<file path="src/rtl/dmem_pkg.sv">
// Shared types and constants for the data-memory burst master.
// Holds the FSM encoding and the byte-address step/wrap rules.
package dmem_pkg;

  typedef enum logic [2:0] {
    IDLE,
    RD_ISSUE,
    RD_HOLD,
    WR_WAIT,
    WR_ISSUE,
    DONE
  } state_t;

  localparam logic [7:0] ADDR_STEP      = 8'd4;
  localparam logic [7:0] ADDR_WRAP_MASK = 8'hFF;

  // Only the low byte moves; the upper bits stay at the burst base.
  function automatic logic [31:0] next_addr(
    input logic [31:0] a
  );
    logic [7:0] lo;
    lo = (a[7:0] + ADDR_STEP) & ADDR_WRAP_MASK;
    return {a[31:8], lo};
  endfunction

endpackage

</file>
<file path="src/rtl/dmem_burst_master.sv">
// Burst master moving words between a valid/ready stream and a
// single-cycle data memory, two cycles per word when unstalled.
module dmem_burst_master
  import dmem_pkg::*;
#(
  parameter int MAX_WORDS = 32
) (
  input  logic        clock,
  input  logic        clr,
  input  logic        start,
  input  logic        dir,
  input  logic [31:0] base_addr,
  input  logic [5:0]  count,
  output logic        busy,
  output logic        done,
  output logic        err,
  input  logic [31:0] wr_data,
  input  logic        wr_valid,
  output logic        wr_ready,
  output logic [31:0] rd_data,
  output logic        rd_valid,
  input  logic        rd_ready,
  output logic [31:0] addr,
  output logic [31:0] datain,
  output logic        we,
  input  logic [31:0] dataout
);

  localparam logic [6:0] MAX_W = 7'(MAX_WORDS);

  state_t     state;
  state_t     state_nxt;
  logic [5:0] remaining;
  logic       bad_req;
  logic       last_word;

  assign bad_req = (base_addr[1:0] != 2'b00) ||
                   ({1'b0, count} > MAX_W);
  assign last_word = (remaining == 6'd1);

  always_ff @(posedge clock or posedge clr) begin
    if (clr) state <= IDLE;
    else     state <= state_nxt;
  end

  always_comb begin
    state_nxt = state;
    busy      = (state != IDLE);
    done      = (state == DONE);
    we        = (state == WR_ISSUE);
    rd_valid  = (state == RD_HOLD);
    wr_ready  = (state == WR_WAIT);
    unique case (state)
      IDLE: begin
        if (start) begin
          if (bad_req || count == 6'd0)
            state_nxt = DONE;
          else if (dir)
            state_nxt = WR_WAIT;
          else
            state_nxt = RD_ISSUE;
        end
      end
      RD_ISSUE: state_nxt = RD_HOLD;
      RD_HOLD: begin
        if (rd_ready)
          state_nxt = last_word ? DONE : RD_ISSUE;
      end
      WR_WAIT: begin
        if (wr_valid) state_nxt = WR_ISSUE;
      end
      WR_ISSUE: state_nxt = last_word ? DONE : WR_WAIT;
      DONE:     state_nxt = IDLE;
      default:  state_nxt = IDLE;
    endcase
  end

  // Address, count and data registers follow the FSM state.
  always_ff @(posedge clock or posedge clr) begin
    if (clr) begin
      addr      <= '0;
      datain    <= '0;
      rd_data   <= '0;
      remaining <= '0;
      err       <= 1'b0;
    end else begin
      unique case (state)
        IDLE: begin
          if (start) begin
            if (bad_req) begin
              err <= 1'b1;
            end else begin
              err       <= 1'b0;
              addr      <= base_addr;
              remaining <= count;
            end
          end
        end
        RD_ISSUE: rd_data <= dataout;
        RD_HOLD: begin
          if (rd_ready) begin
            remaining <= remaining - 6'd1;
            addr      <= next_addr(addr);
          end
        end
        WR_WAIT: begin
          if (wr_valid) datain <= wr_data;
        end
        WR_ISSUE: begin
          remaining <= remaining - 6'd1;
          addr      <= next_addr(addr);
        end
        default: begin
        end
      endcase
    end
  end

endmodule

</file>
<file path="config.mk">
export PLATFORM = sky130hd
export DESIGN_NAME = dmem_burst_master
export DESIGN_NICKNAME = d
export VERILOG_FILES = /design/src/rtl/dmem_pkg.sv /design/src/rtl/dmem_burst_master.sv
export SDC_FILE = /design/constraint.sdc
export NUM_CORES = 1
export LEC_CHECK = 0
export ABC_AREA = 1
export CORE_MARGIN = 4
export CORE_UTILIZATION = 45
export CTS_CLUSTER_SIZE = 10
export DETAILED_ROUTE_END_ITERATION = 16
export MAX_ROUTING_LAYER = met4
export PLACE_DENSITY = 0.85
export SYNTH_ARGS = -nofsm -noshare
export SYNTH_HDL_FRONTEND = slang
export SYNTH_SLANG_ARGS = --single-unit
</file>
<file path="constraint.sdc">
create_clock -name clock -period 6.3 [get_ports clock]
set_input_delay 0.63 -clock clock [delete_from_list [all_inputs] [get_ports clock]]
set_output_delay 0.63 -clock clock [all_outputs]
set_load 0.03 [all_outputs]
</file>
==> impl_metrics.ini <==
[clocking]
cts_tree = yes
cts-resized-gates = 0
htreeDepth = 3
post-cts-setup-buffer-count = 0
cts_hold_buf = 0
cts_root_buf = clkbuf_8
clk_pin_slew_worst_paths_ns = 0.09
clockBufferDepth = 2
cts.sinks = 106
cts-buffers-inserted = 9
clk_latency_ns = 0.37

[hold_path]
hp-start = rd_data[30]$_DFFE_PP0N_
whs_endpoint = rd_data[30]$_DFFE_PP0N_
hold_class = flip-flop to flip-flop
min_path_cells = 2

[setup_path]
worstPathMaxFanout = 37
path_buf_inv = 3
start_kind = flip-flop
rr_endpoint = datain[2]$_DFFE_PP0P_
slowest_delay_ns = 0.74
r2r_slack_ns = 4.05
r2r-start = state[1]$_DFFE_PP0P_
crit_required_ns = 5.67
critPathKind = flip-flop to output pin
worst_ep_arrival_time_ns = 2.23
crit_family = buffers and inverters
slowest_stage = clkdlybuf4s50_1
worstPathCellList = inv_2 > nor3_4 > buf_4 > clkdlybuf4s50_1
cp-end-kind = output pin
reg2reg_depth = 6

[detailed_routing]
wirelength_um = 13200
drtPass1Iterations = 4
wl_per_cell_um = 14.4
routed_via_density = 4.92
via_count = 4498
ant_nets = 0
drt_iter0_drc = 253
drc = 0

[timing]
hold_viol = 0
timing.final.crit_share = 0.454
tightest_slew_ns = 1.01
max_freq_mhz = 350
setup_violations = 0
rsz0062_at_grt = no
slew-limit-headroom = 0.324
tns_ns = 0
clock_skew_ns = 0.0204
finalMaxSlewViolations = 0
finalWorstPathRequiredPeriod_ns = 2.86

[cells_and_area]
fill_cells = 824
fin_util = 0.688
final_cell_mix = 288 x nand2_1, 209 x clkdlybuf4s50_1, 106 x dfrtp_1, 57 x nand3_1, 24 x o21ai_1
drive_gt1_frac = 0.0463
num_antenna_cells = 0
areaGrowthSynthToFinish_pct = 49.8
mostFrequentLayoutCell = nand2_1
fin_nets = 884

[floorplanning]
die_w_um = 110
design.core.area_um2 = 10200
ios = 210
start_util = 0.459
std_cell_rows = 37
fp.dieH_um = 110
die-area_um2 = 12100

[synthesis]
syn_nets = 689
synth_seq_cells = 106
synth_area_um2 = 4700
avgSynthCellArea_um2 = 8.13
ys_warn_count = 0
synth_cell_type_count = 26
synth_cells = 578
ys_seq_area_frac = 0.564

[grt]
antenna_found_initial = 0
grt_max_degree = 63
grt_first_pass_wirelength_um = 20200
grt_usage = 0.219
grt_overflow = 0
grt_pass1_vias = 4254

[placed_design]
dp_hpwl_um = 10000
io_buffers = 209
gp_congestion = 0.903

[run_status]
status = completed

[job]
drv_cap = 0

[power_and_ir_drop]
ir_worst_vdd_mv = 0.259
power_density_nw_per_um2 = 531
p_leak_nw = 3.48
## report_power, final
part	switching (W)	leakage (nW)	internal, W	total, W
registers	0.000211	1.33	0.000994	0.00121
clock network	0.000234	0.0981	0.000171	0.000405
logic	0.00132	2.05	0.000811	0.00213
## area by class of cell
cell class,count,area [µm²],area share
tap,136,170,0.0242
clock buffer,11,151,0.0215
inverter,29,111,0.0158
multi-input combinational,414,1790,0.254
sequential,106,2650,0.377
clock inverter,5,45.0,0.00640
timing repair buffer,213,2120,0.301
## layer usage
layer,routed length [µm],vias to the layer above,track usage
met4,309,0,0.0712
met3,898,25,0.0402
met5,0,-,-
met2,6880,165,0.373
met1,5100,2109,0.264
li1,-,2199,-
## sequential cells by signal, indices dropped and copies added, names as in the netlist
signal,count
remaining,6
rd_data,32
addr,32
state,3
datain,32
err,1
## tightest hold or removal path: stages, from the launching register on
cell and delay (ns):
dfrtp_1 0.35, nand2_1 0.05, nand2_1 0.04
## metrics by stage
stage	cell area (µm²)	power [W]	hold WS, ns	cells	setup WS, ns
finish	7040	0.00374	0.475	914	3.44
CTS	7040	0.00377	0.481	914	3.43
global route	7040	0.00400	0.494	914	3.31
global placement	6850	0.00328	0.448	898	3.77
detailed placement	6850	0.00336	0.453	898	3.62
floorplan	4700	0.00250	0.464	578	2.88
## logic make-up after synthesis
group                      share of synthesized area
AOI/OAI and AO/OA                             0.0386
xor gates and xnor gates                     0.00186
adders and majority gates                    0.00799
and+or+nand+nor                                0.331
DFF                                            0.564
buffers and inverters                         0.0564
## synth_stat cells, drive strengths merged
master	count	area [µm²]
dfrtp	106	2650
buf	21	126
nor3	3	31.3
o21ai	29	149
ha	3	37.5
clkbuf	8	30.0
nand4	5	31.3
nor2	19	100
inv	29	109
xor2	1	8.76
a21oi	5	25.0
nand2	289	1090
o21a	1	7.51
nand3	59	305
## worst max path at each step
| stage | start | end | cells after the start |
|---|---|---|---|
| floorplan | clr | addr[0]$_DFFE_PP0P_ | 1 |
| global placement | count[2] | err$_DFFE_PP0P_ | 6 |
| detailed placement | count[2] | addr[13]$_DFFE_PP0P_ | 7 |
| CTS | state[1]$_DFFE_PP0P_ | wr_ready | 4 |
| global route | state[1]$_DFFE_PP0P_ | wr_ready | 4 |
| finish | state[1]$_DFFE_PP0P_ | wr_ready | 4 |
(Power assumes the default switching activity.)
